File: src/rtl/adc_spi_pkg.sv
// Shared definitions for the AD9648 serial-port master: state encoding,
// frame geometry and the instruction/frame packing helper.
package adc_spi_pkg;

  typedef enum logic [2:0] {
    IDLE,
    SETUP,
    SHIFT,
    HOLD,
    GAP
  } state_e;

  localparam int INSTR_BITS = 16;
  localparam int DATA_BITS  = 8;
  localparam int FRAME_BITS = INSTR_BITS + DATA_BITS;
  // Instruction = R/W + W1W0 + address, so the address takes what is left
  localparam int ADDR_BITS  = INSTR_BITS - 3;

  localparam logic [1:0] W1W0_SINGLE = 2'b00;
  localparam logic       RW_READ     = 1'b1;

  // Packs one single-byte transaction, MSB first on the wire
  function automatic logic [FRAME_BITS-1:0] build_frame(
    input logic                 rw,
    input logic [ADDR_BITS-1:0] addr,
    input logic [DATA_BITS-1:0] wdata
  );
    return {rw, W1W0_SINGLE, addr, wdata};
  endfunction

endpackage

File: src/rtl/spi_halfbit_timer.sv
// Half-period timer for SCLK generation: emits a one-cycle tick every
// CLK_DIV system clocks and can be restarted so the first tick of a
// transaction lands exactly CLK_DIV cycles after the command is accepted.
module spi_halfbit_timer
  import adc_spi_pkg::*;
#(
  parameter logic [7:0] CLK_DIV = 8'hFF
) (
  input  logic clk_i,
  input  logic rst_i,
  input  logic restart_i,
  output logic tick_o
);

  logic [7:0] cnt_q;
  logic [7:0] cnt_d;

  assign tick_o = (cnt_q == (CLK_DIV - 8'd1));

  // Next count: wrap on a tick, jump back to zero on restart
  always_comb begin
    cnt_d = cnt_q + 8'd1;
    if (restart_i || tick_o) begin
      cnt_d = 8'd0;
    end
  end

  // Counter register
  always_ff @(posedge clk_i or posedge rst_i) begin
    if (rst_i) begin
      cnt_q <= 8'd0;
    end else begin
      cnt_q <= cnt_d;
    end
  end

endmodule

File: src/rtl/adc_spi_master.sv
// Command-driven SPI master for the AD9648 3-wire serial port. Issues one
// 16-bit instruction plus one data byte per command, to either of two chip
// selects. SDIO is split into out/oe/in for an external tristate pad.
module adc_spi_master
  import adc_spi_pkg::*;
#(
  parameter logic [7:0] CLK_DIV = 8'hFF
) (
  input  logic                 sys_clk,
  input  logic                 reset,
  input  logic                 cmd_valid,
  output logic                 cmd_ready,
  input  logic                 cmd_rw,
  input  logic                 cmd_dev,
  input  logic [ADDR_BITS-1:0] cmd_addr,
  input  logic [DATA_BITS-1:0] cmd_wdata,
  output logic                 rsp_valid,
  output logic [DATA_BITS-1:0] rsp_rdata,
  output logic                 busy,
  output logic                 spi_csb1,
  output logic                 spi_csb2,
  output logic                 spi_sclk,
  output logic                 spi_sdio_out,
  output logic                 spi_sdio_oe,
  input  logic                 spi_sdio_in
);

  localparam logic [4:0] TOP_BIT        = 5'(FRAME_BITS - 1);
  localparam logic [4:0] LAST_INSTR_BIT = 5'(DATA_BITS);
  localparam logic [4:0] LAST_DATA_BIT  = 5'(DATA_BITS - 1);

  state_e                 state_q;
  logic [FRAME_BITS-1:0]  frame_q;
  logic                   rw_q;
  logic [4:0]             bit_q;
  logic [DATA_BITS-1:0]   rdata_sr_q;
  logic [DATA_BITS-1:0]   rsp_rdata_q;
  logic                   rsp_valid_q;
  logic                   cmd_ready_q;
  logic                   busy_q;
  logic                   csb1_q;
  logic                   csb2_q;
  logic                   sclk_q;
  logic                   sdio_out_q;
  logic                   sdio_oe_q;

  logic                   accept;
  logic                   tick;

  assign accept = (state_q == IDLE) && cmd_ready_q && cmd_valid;

  spi_halfbit_timer #(
    .CLK_DIV (CLK_DIV)
  ) u_timer (
    .clk_i     (sys_clk),
    .rst_i     (reset),
    .restart_i (accept),
    .tick_o    (tick)
  );

  // Transaction sequencer: every phase advances on a half-period tick and
  // all pad-facing outputs are registered here so they change glitch-free
  always_ff @(posedge sys_clk or posedge reset) begin
    if (reset) begin
      state_q     <= IDLE;
      frame_q     <= '0;
      rw_q        <= 1'b0;
      bit_q       <= 5'd0;
      rdata_sr_q  <= '0;
      rsp_rdata_q <= '0;
      rsp_valid_q <= 1'b0;
      cmd_ready_q <= 1'b1;
      busy_q      <= 1'b0;
      csb1_q      <= 1'b1;
      csb2_q      <= 1'b1;
      sclk_q      <= 1'b0;
      sdio_out_q  <= 1'b0;
      sdio_oe_q   <= 1'b0;
    end else begin
      rsp_valid_q <= 1'b0;
      case (state_q)
        IDLE: begin
          busy_q      <= 1'b0;
          cmd_ready_q <= 1'b1;
          if (accept) begin
            frame_q     <= build_frame(cmd_rw, cmd_addr, cmd_wdata);
            rw_q        <= cmd_rw;
            bit_q       <= TOP_BIT;
            csb1_q      <= cmd_dev;
            csb2_q      <= ~cmd_dev;
            sdio_oe_q   <= 1'b1;
            sdio_out_q  <= cmd_rw;
            busy_q      <= 1'b1;
            cmd_ready_q <= 1'b0;
            state_q     <= SETUP;
          end
        end

        SETUP: begin
          if (tick) begin
            state_q <= SHIFT;
          end
        end

        SHIFT: begin
          if (tick) begin
            if (!sclk_q) begin
              sclk_q <= 1'b1;
              if ((rw_q == RW_READ) && (bit_q <= LAST_DATA_BIT)) begin
                rdata_sr_q[bit_q[2:0]] <= spi_sdio_in;
              end
            end else begin
              sclk_q <= 1'b0;
              if (bit_q == 5'd0) begin
                state_q <= HOLD;
              end else begin
                bit_q <= bit_q - 5'd1;
                if ((rw_q == RW_READ) && (bit_q <= LAST_INSTR_BIT)) begin
                  sdio_oe_q  <= 1'b0;
                  sdio_out_q <= 1'b0;
                end else begin
                  sdio_out_q <= frame_q[bit_q - 5'd1];
                end
              end
            end
          end
        end

        HOLD: begin
          if (tick) begin
            csb1_q     <= 1'b1;
            csb2_q     <= 1'b1;
            sdio_oe_q  <= 1'b0;
            sdio_out_q <= 1'b0;
            state_q    <= GAP;
          end
        end

        GAP: begin
          if (tick) begin
            rsp_valid_q <= 1'b1;
            if (rw_q == RW_READ) begin
              rsp_rdata_q <= rdata_sr_q;
            end
            state_q <= IDLE;
          end
        end

        default: begin
          state_q <= IDLE;
        end
      endcase
    end
  end

  assign cmd_ready    = cmd_ready_q;
  assign rsp_valid    = rsp_valid_q;
  assign rsp_rdata    = rsp_rdata_q;
  assign busy         = busy_q;
  assign spi_csb1     = csb1_q;
  assign spi_csb2     = csb2_q;
  assign spi_sclk     = sclk_q;
  assign spi_sdio_out = sdio_out_q;
  assign spi_sdio_oe  = sdio_oe_q;

endmodule
File: config.mk
export PLATFORM = sky130hd
export DESIGN_NAME = adc_spi_master
export DESIGN_NICKNAME = d
export VERILOG_FILES = /design/src/rtl/adc_spi_pkg.sv /design/src/rtl/spi_halfbit_timer.sv /design/src/rtl/adc_spi_master.sv
export SDC_FILE = /design/constraint.sdc
export NUM_CORES = 1
export LEC_CHECK = 0
export ABC_AREA = 1
export CAP_MARGIN = 10
export CORE_UTILIZATION = 54
export CTS_BUF_LIST = sky130_fd_sc_hd__clkbuf_8 sky130_fd_sc_hd__clkbuf_16
export DETAILED_ROUTE_END_ITERATION = 16
export PLACE_DENSITY = 0.79
export SYNTH_ARGS = -nofsm -noshare
export SYNTH_HDL_FRONTEND = slang
export SYNTH_SLANG_ARGS = --single-unit
File: constraint.sdc
create_clock -name sys_clk -period 2.7 [get_ports sys_clk]
set_clock_uncertainty 0.15 [all_clocks]
set_input_delay 0.54 -clock sys_clk [delete_from_list [all_inputs] [get_ports sys_clk]]
set_output_delay 0.54 -clock sys_clk [all_outputs]
set_load 0.05 [all_outputs]
==> After elaboration in Yosys (flattened, before gate mapping) <==
Index checks and enable logic that the tools add are counted.
{ "totals": {"reg_bits": 63, "inputBits": 27, "output_inout_bits": 16, "elab_cells": 100} }
{ "op_classes": {"eq_ne": 14, "reduce_logical": 20, "addsub": 2, "n_bitwise": 2, "mux": 42, "n_lt_le_gt_ge": 5} }
{ "ops": {"columns": ["op", "n"], "rows": [
  ["$mux 1", 21],
  ["$mux 3", 7],
  ["$mux 5", 4],
  ["$pmux 3 s5", 1],
  ["$reduce_and 7->1", 2],
  ["$ne 2x1->1 const B", 5],
  ["$pmux 5 s2", 1],
  ["$add 8x1->8 const B", 1],
  ["$bwmux 8", 1],
  ["$eq 8x8->1 const B", 1],
  ["$mux 8", 1],
  ["$ne 2x2->1 const B", 4],
  ["$eq 3x2->1 const B", 2],
  ["$lt 5x6->1 const B", 1],
  ["$pmux 1 s3", 2],
  ["$reduce_and 3->1", 2],
  ["$reduce_and 6->1", 1],
  ["$bmux 1 s5", 1],
  ["$le 5x3->1 const B", 1],
  ["$le 5x4->1 const B", 1],
  ["$logic_and 1x1->1", 5],
  ["$logic_not 5->1", 1],
  ["$reduce_and 5->1", 1],
  ["$sub 5x1->5 const B", 1],
  ["13 further kinds", 17]
]} }

==> Longest topological paths before layout <==
Gate-level depths: netlist (run 1).
{ "logic_depth": {"depth_word": 8, "mapped_depth": 13, "mapped_depth_nobuf": 10} }

==> Cells and area by module <==
From an unflattened synthesis (run 1), not the netlist that was laid out.
{ "hier_totals": {"cells_unflattened": 388, "hier_area_um2": 3081.7} }
{ "modules_own_cells": {"columns": ["module", "cells_each", "n_inst", "seq_area_each_um2", "area_each_um2"], "rows": [
  ["adc_spi_master", 337, 1, 1355.0, 2660.1],
  ["spi_halfbit_timer", 51, 1, 200.2, 421.7]
]} }

==> Worst setup path after synthesis (run 1) <==
OpenSTA, ideal clock, no wires.
{ "synth_path": {"path_kind": "register to register", "from": "reg bit_q[0]", "to": "reg sdio_out_q (netlist: spi_sdio_out)", "n_path_buf": 3, "stages_incl_launch_ff": 13, "setup_ns": 0.078, "arrival_time_ns": 1.853, "period_less_slack_ns": 2.080, "required_ns": 2.472, "slack_ns": 0.620, "cell_sequence": "dfrtp_1 buf_2 inv_1 buf_2 ha_1 buf_2 inv_1 nand3_1 nand3_1 nand3_1 a21oi_1 nand2_1 a21oi_1"} }
{ "synth_via": {"elab_chain_len": 8, "elab_cells_between_ends": 13, "classes_between": "1 x add/sub; 1 x order compare; 1 x eq/ne; 7 x mux; 3 x reduce/logical"} }
{ "synth_rtl": {"columns": ["item", "line", "source"], "rows": [
  ["start: declaration", "adc_spi_master.sv:35", "logic [4:0] bit_q;"],
  ["start signal: assignment", "adc_spi_master.sv:117", "bit_q <= bit_q - 5'd1;"],
  ["$sub 5x1->5", "adc_spi_master.sv:122", "sdio_out_q <= frame_q[bit_q - 5'd1];"],
  ["$bmux 1 s5", "adc_spi_master.sv:122", null],
  ["$mux 1 (implied by the code)", "adc_spi_master.sv:122", null],
  ["$mux 1", "adc_spi_master.sv:118", "if ((rw_q == RW_READ) && (bit_q <= LAST_INSTR_BIT)) begin"],
  ["$mux 1", "adc_spi_master.sv:114", "if (bit_q == 5'd0) begin"],
  ["$mux 1", "adc_spi_master.sv:107", "if (!sclk_q) begin"],
  ["$mux 1", "adc_spi_master.sv:106", "if (tick) begin"],
  ["$pmux 1 s3", "adc_spi_master.sv:81", "case (state_q)"],
  ["end signal: assignment", "adc_spi_master.sv:92", "sdio_out_q <= cmd_rw;"],
  ["end signal: assignment", "adc_spi_master.sv:122", null],
  ["end: declaration", "adc_spi_master.sv:44", "logic sdio_out_q;"]
]} }
Several ways; a longest one is shown, not always the timed one. The select of a mux whose other input is x is not followed.
A chain may end at the register's enable or synchronous reset.

==> Final worst setup path (run 1) <==
{ "layout_path": {"from": "reg cmd_ready_q (netlist: cmd_ready)", "to": "out cmd_ready"} }
{ "layout_lines": {"columns": ["item", "line", "source"], "rows": [
  ["start: declaration", "adc_spi_master.sv:39", "logic cmd_ready_q;"],
  ["start signal: assignment", "adc_spi_master.sv:72", "cmd_ready_q <= 1'b1;"],
  ["start signal: assignment", "adc_spi_master.sv:84", "cmd_ready_q <= 1'b1;"],
  ["start signal: assignment", "adc_spi_master.sv:94", "cmd_ready_q <= 1'b0;"],
  ["end: declaration", "adc_spi_master.sv:12", "output logic cmd_ready,"]
]} }
No word-level cell between the ends.

==> results of run 1 <==
==> tightest hold or removal path, delay by kind of cell (launching register included) <==
family,cells,cell delay [ns]
flip-flops,1,0.34
AND/OR/NAND/NOR,2,0.11
==> area by class of cell <==
type / instances / area share (%)
Clock buffer: 10 / 3.65
Sequential cell: 62 / 41.2
Tap cell: 72 / 2.39
Multi-Input combinational cell: 277 / 35.4
Inverter: 35 / 3.48
Clock inverter: 6 / 1.63
Timing Repair Buffer: 46 / 12.3
==> synth_stat cells <==
cell type,number
nand2_1,139
dfrtp_1,59
inv_1,32
nor2_1,30
nand3_1,25
o21ai_0,20
a21oi_1,13
buf_2,8
o21ai_1,8
nor3_1,6
ha_1,5
nand2_2,4
nand2_4,4
nor2_2,4
xor2_1,4
clkbuf_1,3
dfstp_2,3
inv_2,3
a31oi_1,2
and3_1,2
nand4_1,2
nor3_4,2
o211ai_1,2
nand4_2,1
nor2_4,1
nor3b_1,1
nor4_4,1
xnor2_1,1
==> through the flow <==
step	area [µm²]	hold WS, ns	power (mW)
CTS	3770	0.333	1.84
finish	3770	0.330	1.82
global placement	3570	0.298	1.02
detailed placement	3570	0.308	1.02
global route	3770	0.348	1.88
floorplan	3070	0.282	0.972
==> path summary, 6_finish.rpt <==
path / from / endpoint / slack [ns] / depth (start not counted)
max in group asynchronous: reset / spi_csb2 / 1.68 / 3
setup / recovery: cmd_ready / cmd_ready / 0.32 / 1
hold / removal: frame_q[15] / frame_q[15] / 0.33 / 2
min in group asynchronous: reset / busy / 0.43 / 3
hold reg to reg: frame_q[15] / frame_q[15] / 0.33 / 2
setup reg to reg: bit_q[0] / spi_sdio_out / 0.57 / 10
==> power groups by stage <==
stage	sequential (mW)	combinational, mW	clock [mW]
finish	0.933	0.0680	0.819
global route	0.933	0.0763	0.870
CTS	0.933	0.0694	0.834
detailed placement	0.951	0.0691	0
global placement	0.951	0.0691	0
floorplan	0.951	0.0214	0
==> metal layers <==
layer | wire, µm | vias up | share of wire [%]
met4 | 72 | 0 | 1.2
met3 | 219 | 9 | 3.6
met2 | 2950 | 63 | 48
met5 | 0 | - | 0
li1 | - | 1313 | -
met1 | 2840 | 1176 | 47
==> cells by family after synthesis <==
kind of cell | Yosys count
and+or+nand+nor | 222
AOI/OAI and AO/OA | 45
buffers and inverters | 46
DFF | 62
adders and majority gates | 5
xor gates and xnor gates | 5
==> registers in the layout (all words and copies together) (netlist names) <==
name	flops
frame_q	22
rdata_sr_q	8
rsp_rdata	8
u_timer.cnt_q	8
bit_q	5
state_q	3
busy	1
cmd_ready	1
rsp_valid	1
spi_csb1	1
spi_csb2	1
spi_sclk	1
spi_sdio_oe	1
spi_sdio_out	1
==> results.json, run 1 <==
{
  "io_buffers": 42,
  "synth_adder_area_share_pct": 2.04,
  "status": "completed",
  "use_met3_pct": 4.82,
  "path_class": "flip-flop to output pin",
  "grt.overflow.total": 0,
  "vias": 2561,
  "yosys.area_share.simple_pct": 32.4,
  "grt_pass1_wl_um": 11200,
  "setup_violations": 0,
  "tns_ns": 0,
  "switching_power_mw": 0.402,
  "busiest_layer": "met2",
  "dp_hpwl_um": 4370,
  "final.period_utilization_pct": 88.0,
  "finalHoldViolCount": 0,
  "synth_top_family_by_area": "simple AND/OR/NAND/NOR gates",
  "antenna_found_initial": 0,
  "placementRows": 27,
  "ys_ff_latch": 62,
  "postCtsHoldBufs": 0,
  "grt.total_usage_pct": 23.5,
  "gp_congestion": 0.905,
  "clk_latency_ns": 0.34,
  "synth_xor_area_share_pct": 1.43,
  "pwr_density_cell_mw_per_mm2": 483,
  "rsz0062_at_grt": "false",
  "cts_resized": 0,
  "end_kind": "output pin",
  "post-route-util_pct": 68.5,
  "first_pass_iters": 5,
  "crit_arrival_ns": 1.69,
  "cts_tree": "built",
  "final_common_cell": "nand2_1",
  "layout_common_cells": "nand2_1 (139), dfrtp_1 (59), clkdlybuf4s50_1 (42), inv_1 (31), nor2_1 (30)",
  "synth_top_area_share_pct": 48.1,
  "worst_slack_ns": 0.325,
  "antenna_cells": 0,
  "io_pins": 43,
  "use_met2_pct": 36.4,
  "p_int_mw": 1.42,
  "crit_fanout": 3,
  "dieArea_mm2": 0.00599,
  "yosysWarnings": 0,
  "worstMarginPinSlew_ns": 0.593,
  "ir_drop_mv": 0.432,
  "die_h_um": 77.4,
  "htree_levels": 3,
  "yosysTopAreaCell": "dfrtp_1",
  "first_global_vias": 2502,
  "period_needed_ns": 2.38,
  "fmax_mhz": 421,
  "drive_gt1_share_pct": 10.1,
  "stdcell_count": 508,
  "synth_compound_area_share_pct": 7.58,
  "hp-class": "flip-flop to flip-flop",
  "ant_nets": 0,
  "drt_wl_total_um": 6070,
  "slew_viol_final": 0,
  "worstPathCellList": "clkdlybuf4s50_1",
  "max_cap_viol_count": 0,
  "synth_mux_area_share_pct": 0,
  "p_leak_nw": 1.84,
  "netlist_area_mm2": 0.00307,
  "multi_input_area_mm2": 0.00133,
  "drc_errors": 0,
  "vias_per_cell": 5.04,
  "cts_setup_buffers": 0,
  "num-fill-cells": 476,
  "ys_seq_area_share_pct": 50.6,
  "pwr-share-comb_pct": 3.7,
  "slew_headroom_pct": 60.4,
  "coreArea_mm2": 0.00551,
  "cts_buffers": 9,
  "die_w_um": 77.4,
  "yosysUniqueCellTypes": 28,
  "cp.buffers_inverters": 1,
  "netlist_top_cells_area": "dfrtp_1 (48%), nand2_1 (17%), nand3_1 (4.1%)",
  "drt_iter0_drc": 177,
  "max_stage_delay_ns": 0.80,
  "p_clk_share_pct": 45.0,
  "place_ws_ns": 0.515,
  "start_util_pct": 55.8,
  "start_kind": "flip-flop",
  "regArea_mm2": 0.00156,
  "cts_max_path_buffers": 2,
  "crit_slowest_cell": "clkdlybuf4s50_1",
  "wl_per_cell_um": 12.0,
  "critPathTopFamily": "buffers and inverters",
  "synth_nets": 417,
  "cp_data_required_time_ns": 2.01,
  "syn_to_final_growth_pct": 22.8,
  "p_seq_share_pct": 51.3,
  "numClockSinks": 62,
  "dp.cells": 492,
  "p_sw_share_pct": 22.1,
  "syn_inst": 385,
  "grt_max_degree": 63,
  "clk_pin_slew_ns": 0.07,
  "synth.avg_cell_area_um2": 7.98,
  "gr-usage-met1_pct": 31.9,
  "cts_root_buf": "clkbuf_8",
  "final_nets": 463
}
Power figures use the tool's default switching activity.
==> inputs of run 2 (changes only) <==
Settings changed: GPL_TIMING_DRIVEN from default to 0.
==> results.json, run 2 (synthesis results as in run 1) <==
{
  "ant_nets": 0,
  "cts_setup_buffers": 0,
  "cts_tree": "built",
  "slew_viol_final": 0,
  "final_common_cell": "nand2_1",
  "hp-class": "flip-flop to flip-flop",
  "antenna_cells": 0,
  "first_global_vias": 2523,
  "final_nets": 470,
  "io_pins": 43,
  "die_h_um": 77.4,
  "cts_root_buf": "clkbuf_8",
  "start_kind": "flip-flop",
  "place_area_mm2": 0.00359,
  "fmax_mhz": 419,
  "finalHoldViolCount": 0,
  "grt.total_usage_pct": 23.9,
  "grt_pass1_wl_um": 11200,
  "drt_iter0_drc": 112,
  "drt_wl_total_um": 6430,
  "cts_buffers": 9,
  "setup_violations": 0,
  "pwr_density_cell_mw_per_mm2": 476,
  "clk_pin_slew_ns": 0.07,
  "cts_max_path_buffers": 2,
  "final_area_mm2": 0.00380,
  "crit_arrival_ns": 2.50,
  "path_class": "flip-flop to flip-flop",
  "grt.overflow.total": 0,
  "layout_common_cells": "nand2_1 (139), dfrtp_1 (59), clkdlybuf4s50_1 (41), inv_1 (30), nor2_1 (30)",
  "end_kind": "flip-flop",
  "worst_slack_ns": 0.311,
  "largest-register": "frame_q",
  "syn_to_final_growth_pct": 23.7,
  "clk_latency_ns": 0.34,
  "place_ws_ns": 0.254,
  "status": "completed",
  "critPathTopFamily": "buffers and inverters",
  "gp_congestion": 0.920,
  "crit_fanout": 11,
  "period_needed_ns": 2.39,
  "worstMarginPinSlew_ns": 0.518,
  "cpMostUsedCell": "nand3_1",
  "numClockSinks": 62,
  "drc_errors": 0,
  "slew_headroom_pct": 65.4,
  "max_stage_delay_ns": 0.38,
  "crit_slowest_cell": "dfrtp_1",
  "final.period_utilization_pct": 88.5,
  "wl_per_cell_um": 12.5,
  "grt_max_degree": 45,
  "coreArea_mm2": 0.00551,
  "vias": 2693,
  "start_util_pct": 55.8,
  "first_pass_iters": 5,
  "p_leak_nw": 1.85,
  "drive_gt1_share_pct": 11.3,
  "htree_levels": 3,
  "vias_per_cell": 5.23,
  "io_buffers": 41,
  "dp_hpwl_um": 4540,
  "ir_drop_mv": 0.372,
  "largest_reg_flops": 22,
  "die_w_um": 77.4,
  "placementRows": 27,
  "worstPathCellList": "buf_2 > inv_2 > clkbuf_4 > ha_1 > buf_2 > inv_1 > nand3_1 > nand3_1 > nand3_1 > a21oi_1 > nand2_1 > a21oi_1",
  "cp.buffers_inverters": 5,
  "rsz0062_at_grt": "false",
  "cp_data_required_time_ns": 2.81,
  "antenna_found_initial": 0,
  "dieArea_mm2": 0.00599,
  "max_cap_viol_count": 0
}
[run 2: worst paths after layout]
check,start,endpoint,slack [ns],cells past startpoint
worst max-delay path,bit_q[0],spi_sdio_out,0.31,12
worst min-delay path,u_timer.cnt_q[0],u_timer.cnt_q[0],0.32,1
worst max register to register,bit_q[0],spi_sdio_out,0.31,12
worst min register to register,u_timer.cnt_q[0],u_timer.cnt_q[0],0.32,1
max in group asynchronous,reset,u_timer.cnt_q[7],1.47,3
min in group asynchronous,reset,frame_q[19],0.36,2
[run 2: per-stage QoR]
| stage | instances | util [%] | hold WS [ns] | total power, mW | setup TNS [ns] |
|---|---|---|---|---|---|
| floorplan | 385 | - | 0.282 | 0.972 | 0 |
| global placement | 498 | 64.9 | 0.296 | 1.01 | -33.48 |
| detailed placement | 499 | 65.2 | 0.315 | 1.02 | 0 |
| CTS | 515 | 69.0 | 0.325 | 1.82 | 0 |
| global route | 515 | 69.0 | 0.344 | 1.87 | 0 |
| finish | 515 | 69.0 | 0.321 | 1.81 | 0 |
[run 2: routing by layer]
metal | vias to the layer above | GRT usage [%] | wire (µm)
met5 | - | 0 | 0
met4 | 0 | 11.7 | 174
met3 | 17 | 4.47 | 304
met2 | 91 | 38.0 | 3050
met1 | 1259 | 31.5 | 2900
li1 | 1326 | - | -
[run 2: final cells by class]
type,count,area (µm²)
inverters,35,131
flip-flops and latches,62,1560
multi-input cells,277,1330
plain buffers,11,53.8
fillers,454,1710
clock inverters,2,12.5
repair buffers,42,430
clock buffers,14,193
well taps,72,90.1
[run 2: report_power, final]
part | internal, mW | switching, mW | leakage [nW] | total [mW]
clock network | 0.457 | 0.352 | 0.105 | 0.809
registers | 0.933 | 0.00105 | 0.783 | 0.934
logic | 0.0374 | 0.0299 | 0.963 | 0.0673
total | 1.43 | 0.383 | 1.85 | 1.81
[run 2: timing repair]
action,in CTS,in global routing
hold buffers,0,0
resized for setup,0,2
setup endpoints to repair,0,1
==> inputs of run 3 (changes only) <==
Settings changed: CAP_MARGIN 10 to 20.
==> results of run 3 <==
Same layout as run 2: the final DEF is identical, and so are final timing and power.
